## src/rtl/mc_ctrl_pkg.sv

```systemverilog
// Shared encodings for the multicycle RV32I controller: opcodes, FSM states,
// ALU operation codes and the datapath mux select values.
package mc_ctrl_pkg;

  localparam logic [6:0] OP_LOAD   = 7'b0000011;
  localparam logic [6:0] OP_STORE  = 7'b0100011;
  localparam logic [6:0] OP_OP     = 7'b0110011;
  localparam logic [6:0] OP_OPIMM  = 7'b0010011;
  localparam logic [6:0] OP_BRANCH = 7'b1100011;
  localparam logic [6:0] OP_JAL    = 7'b1101111;
  localparam logic [6:0] OP_LUI    = 7'b0110111;

  localparam logic [2:0] F3_BEQ = 3'b000;

  typedef enum logic [3:0] {
    S_FETCH    = 4'd0,
    S_DECODE   = 4'd1,
    S_MEMADR   = 4'd2,
    S_MEMREAD  = 4'd3,
    S_MEMWB    = 4'd4,
    S_MEMWRITE = 4'd5,
    S_EXECR    = 4'd6,
    S_EXECI    = 4'd7,
    S_ALUWB    = 4'd8,
    S_BRANCH   = 4'd9,
    S_JAL      = 4'd10,
    S_LUIWB    = 4'd11
  } state_e;

  // ALU operation class handed to the ALU decoder
  typedef enum logic [1:0] {
    ALUOP_ADD   = 2'd0,
    ALUOP_SUB   = 2'd1,
    ALUOP_FUNCT = 2'd2
  } alu_op_e;

  localparam logic [2:0] ALU_ADD = 3'b000;
  localparam logic [2:0] ALU_SUB = 3'b001;
  localparam logic [2:0] ALU_AND = 3'b010;
  localparam logic [2:0] ALU_OR  = 3'b011;
  localparam logic [2:0] ALU_SLT = 3'b101;

  localparam logic [1:0] RES_ALUOUT = 2'd0;
  localparam logic [1:0] RES_DATA   = 2'd1;
  localparam logic [1:0] RES_ALURES = 2'd2;
  localparam logic [1:0] RES_IMM    = 2'd3;

  localparam logic [1:0] A_PC    = 2'd0;
  localparam logic [1:0] A_OLDPC = 2'd1;
  localparam logic [1:0] A_REGA  = 2'd2;

  localparam logic [1:0] B_REGB = 2'd0;
  localparam logic [1:0] B_IMM  = 2'd1;
  localparam logic [1:0] B_FOUR = 2'd2;

  localparam logic [2:0] IMM_I = 3'b000;
  localparam logic [2:0] IMM_S = 3'b001;
  localparam logic [2:0] IMM_B = 3'b010;
  localparam logic [2:0] IMM_J = 3'b011;
  localparam logic [2:0] IMM_U = 3'b100;

endpackage

```

## src/rtl/mc_alu_decoder.sv

```systemverilog
// Combinational ALU control decode: maps operation class plus funct3/funct7b5
// to an ALU operation, flagging funct3 values the datapath does not implement.
module mc_alu_decoder
  import mc_ctrl_pkg::*;
(
  input  alu_op_e    alu_op_i,
  input  logic [2:0] funct3_i,
  input  logic       funct7b5_i,
  input  logic       is_r_i,
  output logic [2:0] alu_ctl_o,
  output logic       bad_f3_o
);

  always_comb begin
    alu_ctl_o = ALU_ADD;
    bad_f3_o  = 1'b0;
    case (alu_op_i)
      ALUOP_SUB: alu_ctl_o = ALU_SUB;
      ALUOP_FUNCT: begin
        case (funct3_i)
          // funct7b5 only selects sub for register-register ops; addi ignores it
          3'b000:  alu_ctl_o = (is_r_i && funct7b5_i) ? ALU_SUB : ALU_ADD;
          3'b010:  alu_ctl_o = ALU_SLT;
          3'b110:  alu_ctl_o = ALU_OR;
          3'b111:  alu_ctl_o = ALU_AND;
          default: bad_f3_o  = 1'b1;
        endcase
      end
      default: alu_ctl_o = ALU_ADD;
    endcase
  end

endmodule

```

## src/rtl/mc_main_controller.sv

```systemverilog
// Multicycle RV32I control FSM driving datapath selects and write enables.
// Optional MC_BNE_EN: BRANCH with funct3==001 takes the branch when zero is low.
module mc_main_controller
  import mc_ctrl_pkg::*;
#(
  parameter int ALUCTL_W  = 3,
  parameter int IMM_SEL_W = 3
) (
  input  logic                 clk,
  input  logic                 rst_n,
  input  logic [6:0]           op,
  input  logic [2:0]           funct3,
  input  logic                 funct7b5,
  input  logic                 zero,
  output logic                 pc_write,
  output logic                 adr_src,
  output logic                 mem_write,
  output logic                 ir_write,
  output logic [1:0]           result_src,
  output logic [1:0]           alu_src_a,
  output logic [1:0]           alu_src_b,
  output logic [IMM_SEL_W-1:0] imm_src,
  output logic [ALUCTL_W-1:0]  alu_ctl,
  output logic                 reg_write,
  output logic                 illegal
);

  state_e     state_q, state_d;
  logic       alu_bad_q, alu_bad_d;
  alu_op_e    alu_op;
  logic       is_r;
  logic [2:0] alu_ctl_w;
  logic       bad_f3;

  logic       pcw_c, adr_c, mw_c, irw_c, rw_c, ill_c;
  logic [1:0] res_c, a_c, b_c;
  logic [2:0] imm_c;

  assign is_r = (state_q == S_EXECR);

  always_comb begin
    case (state_q)
      S_EXECR, S_EXECI: alu_op = ALUOP_FUNCT;
      S_BRANCH:         alu_op = ALUOP_SUB;
      default:          alu_op = ALUOP_ADD;
    endcase
  end

  mc_alu_decoder u_alu_dec (
    .alu_op_i   (alu_op),
    .funct3_i   (funct3),
    .funct7b5_i (funct7b5),
    .is_r_i     (is_r),
    .alu_ctl_o  (alu_ctl_w),
    .bad_f3_o   (bad_f3)
  );

  // Remember an unsupported funct3 so the following ALUWB skips its write
  assign alu_bad_d = ((state_q == S_EXECR) || (state_q == S_EXECI)) && bad_f3;

  always_ff @(posedge clk) begin
    if (!rst_n) begin
      state_q   <= S_FETCH;
      alu_bad_q <= 1'b0;
    end else begin
      state_q   <= state_d;
      alu_bad_q <= alu_bad_d;
    end
  end

  always_comb begin
    state_d = S_FETCH;
    pcw_c   = 1'b0;
    adr_c   = 1'b0;
    mw_c    = 1'b0;
    irw_c   = 1'b0;
    rw_c    = 1'b0;
    ill_c   = 1'b0;
    res_c   = RES_ALUOUT;
    a_c     = A_PC;
    b_c     = B_REGB;
    imm_c   = IMM_I;
    case (state_q)
      S_FETCH: begin
        irw_c   = 1'b1;
        pcw_c   = 1'b1;
        b_c     = B_FOUR;
        res_c   = RES_ALURES;
        state_d = S_DECODE;
      end
      S_DECODE: begin
        a_c   = A_OLDPC;
        b_c   = B_IMM;
        imm_c = IMM_B;
        case (op)
          OP_LOAD, OP_STORE: state_d = S_MEMADR;
          OP_OP:             state_d = S_EXECR;
          OP_OPIMM:          state_d = S_EXECI;
          OP_BRANCH:         state_d = S_BRANCH;
          OP_JAL:            state_d = S_JAL;
          OP_LUI:            state_d = S_LUIWB;
          default: begin
            ill_c   = 1'b1;
            state_d = S_FETCH;
          end
        endcase
      end
      S_MEMADR: begin
        a_c     = A_REGA;
        b_c     = B_IMM;
        imm_c   = (op == OP_STORE) ? IMM_S : IMM_I;
        state_d = (op == OP_STORE) ? S_MEMWRITE : S_MEMREAD;
      end
      S_MEMREAD: begin
        adr_c   = 1'b1;
        state_d = S_MEMWB;
      end
      S_MEMWB: begin
        res_c = RES_DATA;
        rw_c  = 1'b1;
      end
      S_MEMWRITE: begin
        adr_c = 1'b1;
        mw_c  = 1'b1;
      end
      S_EXECR: begin
        a_c     = A_REGA;
        ill_c   = bad_f3;
        state_d = S_ALUWB;
      end
      S_EXECI: begin
        a_c     = A_REGA;
        b_c     = B_IMM;
        ill_c   = bad_f3;
        state_d = S_ALUWB;
      end
      S_ALUWB: rw_c = ~alu_bad_q;
      S_BRANCH: begin
        a_c = A_REGA;
        if (funct3 == F3_BEQ) begin
          pcw_c = zero;
`ifdef MC_BNE_EN
        end else if (funct3 == 3'b001) begin
          pcw_c = ~zero;
`endif
        end else begin
          ill_c = 1'b1;
        end
      end
      S_JAL: begin
        a_c     = A_OLDPC;
        b_c     = B_FOUR;
        imm_c   = IMM_J;
        pcw_c   = 1'b1;
        state_d = S_ALUWB;
      end
      S_LUIWB: begin
        res_c = RES_IMM;
        imm_c = IMM_U;
        rw_c  = 1'b1;
      end
      default: ill_c = 1'b1;
    endcase
  end

  // Reset holds every enable and select low, independent of the state
  always_comb begin
    pc_write   = 1'b0;
    adr_src    = 1'b0;
    mem_write  = 1'b0;
    ir_write   = 1'b0;
    result_src = 2'd0;
    alu_src_a  = 2'd0;
    alu_src_b  = 2'd0;
    imm_src    = '0;
    alu_ctl    = '0;
    reg_write  = 1'b0;
    illegal    = 1'b0;
    if (rst_n) begin
      pc_write   = pcw_c;
      adr_src    = adr_c;
      mem_write  = mw_c;
      ir_write   = irw_c;
      result_src = res_c;
      alu_src_a  = a_c;
      alu_src_b  = b_c;
      imm_src    = IMM_SEL_W'(imm_c);
      alu_ctl    = ALUCTL_W'(alu_ctl_w);
      reg_write  = rw_c;
      illegal    = ill_c;
    end
  end

endmodule

```

## config.mk

```make
export PLATFORM = sky130hd
export DESIGN_NAME = mc_main_controller
export DESIGN_NICKNAME = d
export VERILOG_FILES = /design/src/rtl/mc_ctrl_pkg.sv /design/src/rtl/mc_alu_decoder.sv /design/src/rtl/mc_main_controller.sv
export SDC_FILE = /design/constraint.sdc
export NUM_CORES = 1
export LEC_CHECK = 0
export ABC_AREA = 1
export BUFFER_PORTS_ARGS = -buffer_cell sky130_fd_sc_hd__buf_2
export CAP_MARGIN = 20
export CORE_MARGIN = 2
export CORE_UTILIZATION = 40
export DETAILED_ROUTE_END_ITERATION = 16
export GPL_ROUTABILITY_DRIVEN = 1
export PLACE_DENSITY = 0.82
export REMOVE_ABC_BUFFERS = 1
export SLEW_MARGIN = 20
export SYNTH_ARGS = -nofsm -noshare
export SYNTH_HDL_FRONTEND = slang
export SYNTH_HIERARCHICAL = 1
export SYNTH_SLANG_ARGS = --single-unit
```

## constraint.sdc

```tcl
create_clock -name clk -period 3.87 [get_ports clk]
set_clock_uncertainty 0.05 [all_clocks]
set_input_delay 0.774 -clock clk [delete_from_list [all_inputs] [get_ports clk]]
set_output_delay 0.774 -clock clk [all_outputs]
set_load 0.01 [all_outputs]
```

Word-level counts from Yosys, hierarchy flattened --
Index checks and enable logic that the tools add are counted.
Word-level totals: bits in registers 5, bits of input ports 14, output and inout port bits 18, word-level logic and storage cells 77
Operators by class: equality and inequality tests 23, multiplexer cells 34, bitwise logic cells 1, reductions and logical operators 17
Operator list (count):
- 3-bit one-hot mux with 4 select lines | 2
- 4-bit one-hot mux with 6 select lines | 1
- 7-bit by 6-bit equality test with 1-bit output, second input constant | 3
- 4-bit one-hot mux with 5 select lines | 1
- 4-bit by 3-bit equality test with 1-bit output, second input constant | 4
- 4-bit equality test, second input constant | 4
- 1-bit 2-to-1 mux | 16
- 7-bit equality test, second input constant | 2
- 2-bit one-hot mux with 2 select lines | 3
- 2-bit OR reduction | 6
- 3-bit 2-to-1 mux | 3
- 4-bit by 2-bit equality test with 1-bit output, second input constant | 2
- 4-bit OR reduction | 2
- 8-bit OR reduction | 1
- 7-bit by 2-bit equality test with 1-bit output, second input constant | 1
- 7-bit by 5-bit equality test with 1-bit output, second input constant | 1
- 7-bit OR reduction | 1
- 3-bit equality test, second input constant | 2
- 2-bit 2-to-1 mux | 3
- 2-bit one-hot mux with 3 select lines | 1
- 3-bit one-hot mux with 2 select lines | 1
- 3-bit OR reduction | 2
- 4-bit by 1-bit equality test with 1-bit output, second input constant | 1
- 4-bit zero test | 1
- 9 further kinds | 11

Logic depth before layout (Yosys ltp) --
depth after elaboration 7, depth in mapped cells 12

Cells and area by module --
The synthesis kept the hierarchy.
Modules (own cells, without submodules):
- mc_main_controller | times used 1, cells an instance 121, area each 615.6 sq um
- mc_alu_decoder | times used 1, cells an instance 20, area each 100.1 sq um

Least setup slack after synthesis --
OpenSTA, ideal clock, no wires.
path kind register to output, start point register state_q[3], end point output illegal, arrival time 1.479 ns, slack 1.567 ns, stages on the path, launching flop included 12, cells stage by stage dfxtp_1 > inv_2 > nor2_2 > inv_1 > nor2_2 > inv_1 > ha_1 > and3_2 > inv_1 > nor2_1 > a21oi_1 > a21oi_1
Between the ends: word-level cells in the longest chain between the ends 7
RTL lines:
- start: declaration | line mc_main_controller.sv:28 | state_e state_q, state_d;
- start signal: assignment | line mc_main_controller.sv:66 | state_q <= state_d;
- 4-bit by 3-bit equality test with 1-bit output | line mc_main_controller.sv:42 | case (state_q)
- 2-bit OR reduction (no line)
- 2-bit one-hot mux with 2 select lines (*) | line mc_main_controller.sv:42
- named net alu_op[0] | line mc_main_controller.sv:30 | alu_op_e alu_op;
- 2-bit equality test (*) | line mc_alu_decoder.sv:17 | case (alu_op_i)
- 1-bit 2-to-1 mux (*) | line mc_alu_decoder.sv:17
- named net bad_f3 | line mc_main_controller.sv:33 | logic bad_f3;
- 1-bit one-hot mux with 4 select lines (*) | line mc_main_controller.sv:83 | case (state_q)
- 1-bit 2-to-1 mux (*) | line mc_main_controller.sv:179 | if (rst_n) begin
- end: declaration | line mc_main_controller.sv:25 | output logic illegal
Mark *: on every way through the listed nets, which the timed path passes. The rest lies on a longest branch.

Final worst setup path --
Ends and elaborated chain as after synthesis.

==> impl_results.md <==
- Routed length per instance: 10.26 um
- CP arrival: 2.05 ns
- Adder-cell share of the synthesized area: 3.497%
- Worst-Skew Late Latency: 0.25 ns
- Area taken by multi-input logic gates: 479.2 um2
- Proportion of synthesized area in mux cells: 0%
- Drt drc: 0
- Final period util: 74.24%
- FF+latch count, synth: 5
- 1st-iter DRT viols: 31
- CTS max path bufs: 2
- Largest fanout on the critical path: 5
- Final hold violation count: 0
- Yosys warning count: 6
- Initial antenna violation count: 0
- Crit Path Category: reg -> out
- Worst endpoint required time: 3.05 ns
- CTS clk-pin slew, worst paths: 0.05 ns
- Clk sinks: 5
- Area leader, netlist: nand2_1
- Compound-cell area share of the yosys netlist: 13.99%
- Max Freq: 348.1 MHz
- Max Cap Viol: 0
- Hold Crit Class: reg -> reg
- Gp weighted congestion: 0.7986
- Crit path capture type: output pin
- Cts repair resizes: 0
- Largest family of logic cells by synthesized area: simple AND/OR/NAND/NOR gates
- Vias in the first global route: 821
- Hpwl dp: 1.656 mm
- Die Y: 46.30 um
- Mapped Area: 715.7 um2
- Count of buffers from port buffering: 31
- Fin Setup TNS: 0 ns
- Total vias in the final route: 970
- TritonCTS clock tree: done
- Share of post-route cells with drive strength above 1: 25.86%
- Syn avg cell area: 5.076 um2
- Area Growth Syn to Fin: 28.50%
- Pins Over Slew Limit: 0
- Yosys cell types: 20
- Post-synthesis simple-gate area fraction: 49.48%
- First-pass GRT wire length: 3.167 mm
- Synth top area share: 17.83%
- Number of synthesized flops with an enable pin: 0
- Final Instance Count excl. Fillers: 199
- Io pins: 32
- Final WL: 2.042 mm
- Synth Instances: 141
- CTS H-tree lvls: 1
- # placed instances: 195
- Drt via density: 4.874
- Synth Area in XOR/XNOR: 0%
- 1st-pass router iterations: 4
- Relative slew slack: 74.20%
- Hold_buf cts: 0
- Asr flop ratio synth: 0%
- Startpoint Class: register
- CTS buffer count: 3
- Worst slew pin tran: 0.3866 ns
- Static Leak: 0.0005481 uW
- Final #Nets: 191
- Seq/Total Area, Yosys: 13.99%
- Run status: complete, no violations
- Register area: 100.1 um2
- Final Setup Violations: 0
- DIE WIDTH: 46.30 um
- Overall routing resource usage: 20.72%
- Commonest cells post-synth: 34 x nand2_1, 31 x inv_1, 23 x nor2_1, 10 x a21oi_1, 9 x nand3_1
- RSZ-0062 raised after global routing: no
- Detail Route Antenna Nets: 0
- Power per cell area: 181.7 nW/um2
- Fillers: 183
- CORE AREA: 1708 um2
- Maximum vdd ir drop: 0.1510 mV
- Post-CTS Setup Inserts: 0
- Root buffer cell: clkbuf_4
- Prevailing post-synth register cell: dfxtp_1
- Count leader, synth: nand2_1
- Largest net degree at the start of global routing: 15
- Row count: 15
- ANT cells: 0
- Tmin final: 2.873 ns
- Die area: 2144 um2
- Initial Util: 41.90%
- Synth area leaders: nand2_1 18%, inv_1 16%, dfxtp_1 14%, nor2_1 12%, a21oi_1 7.0%
- Grt ovf: 0
[through the flow]
step                area, um2  utilization [%]  power [uW]  worst slack (ns)  hold slack [ns]
CTS                     919.6            53.85       165.0             1.014           0.5422
floorplan               706.9                -       82.13             1.567           0.4813
finish                  919.6            53.85       167.1            0.9971           0.5437
global placement        893.4            52.31       101.0             1.291           0.5110
detailed placement      893.4            52.31       102.5             1.282           0.5293
global route            919.6            53.85       174.9            0.8344           0.6003
[layer usage]
| metal | track usage [%] | routed length, um | up-vias |
|---|---|---|---|
| met1 | 21.16 | 850 | 427 |
| li1 | - | - | 496 |
| met2 | 39.44 | 1028 | 42 |
| met3 | 3.529 | 120 | 5 |
| met4 | 10.29 | 43 | 0 |
| met5 | 0 | 0 | - |
[cell usage in the layout, fill, tap and decap left out, types with 2 or more instances in the layout]
cell      count
nor3_1        3
nor2_4        2
nand4_1       3
nand3_1       9
nor2_2        3
inv_1        31
o31ai_1       3
o21ai_0       2
clkbuf_4      3
nor2_1       23
a21oi_1      10
nand2_2       2
nand2_1      34
ha_1          2
inv_2         3
buf_2        31
o22ai_1       2
dfxtp_1       5
[power by group]
part,internal (uW),switching [uW]
logic,17.6,30.1
clock network,39.3,25.6
registers,52.8,1.77
total,110,57.4
[worst paths after layout]
check	startpoint	endpoint	slack (ns)	cells past startpoint
max	state_q[3]	illegal	1.0	12
min	state_q[0]	state_q[0]	0.54	3
max reg2reg	state_q[3]	alu_bad_q	2.23	9
min reg2reg	state_q[0]	state_q[0]	0.54	3
[state kept, by name (all words and copies together) (netlist names)]
signal,cells
state_q,4
alu_bad_q,1
[cell type report]
cell class                      instances  area share [%]
Sequential cell                         5           10.88
Timing Repair Buffer                   31           16.87
Tap cell                               25           3.401
Multi-Input combinational cell        100           52.11
Clock buffer                            4           2.857
Inverter                               34           13.88
[critical path, stage by stage (launching register included)]
cell     delay (ns)
dfxtp_1        0.34
inv_2          0.06
nor2_2         0.11
inv_1          0.12
nor2_2         0.19
inv_1          0.06
ha_1           0.24
and3_2         0.22
inv_1          0.07
nor2_1         0.04
a21oi_1        0.11
a21oi_1        0.08
buf_2          0.15
[cells by family after synthesis]
kind of cell    count (synthesis)
simple gates                   80
buf+inv                        36
compound gates                 18
flops                           5
fa+ha+maj                       2
No activity file was read; power rests on OpenSTA's default activity.
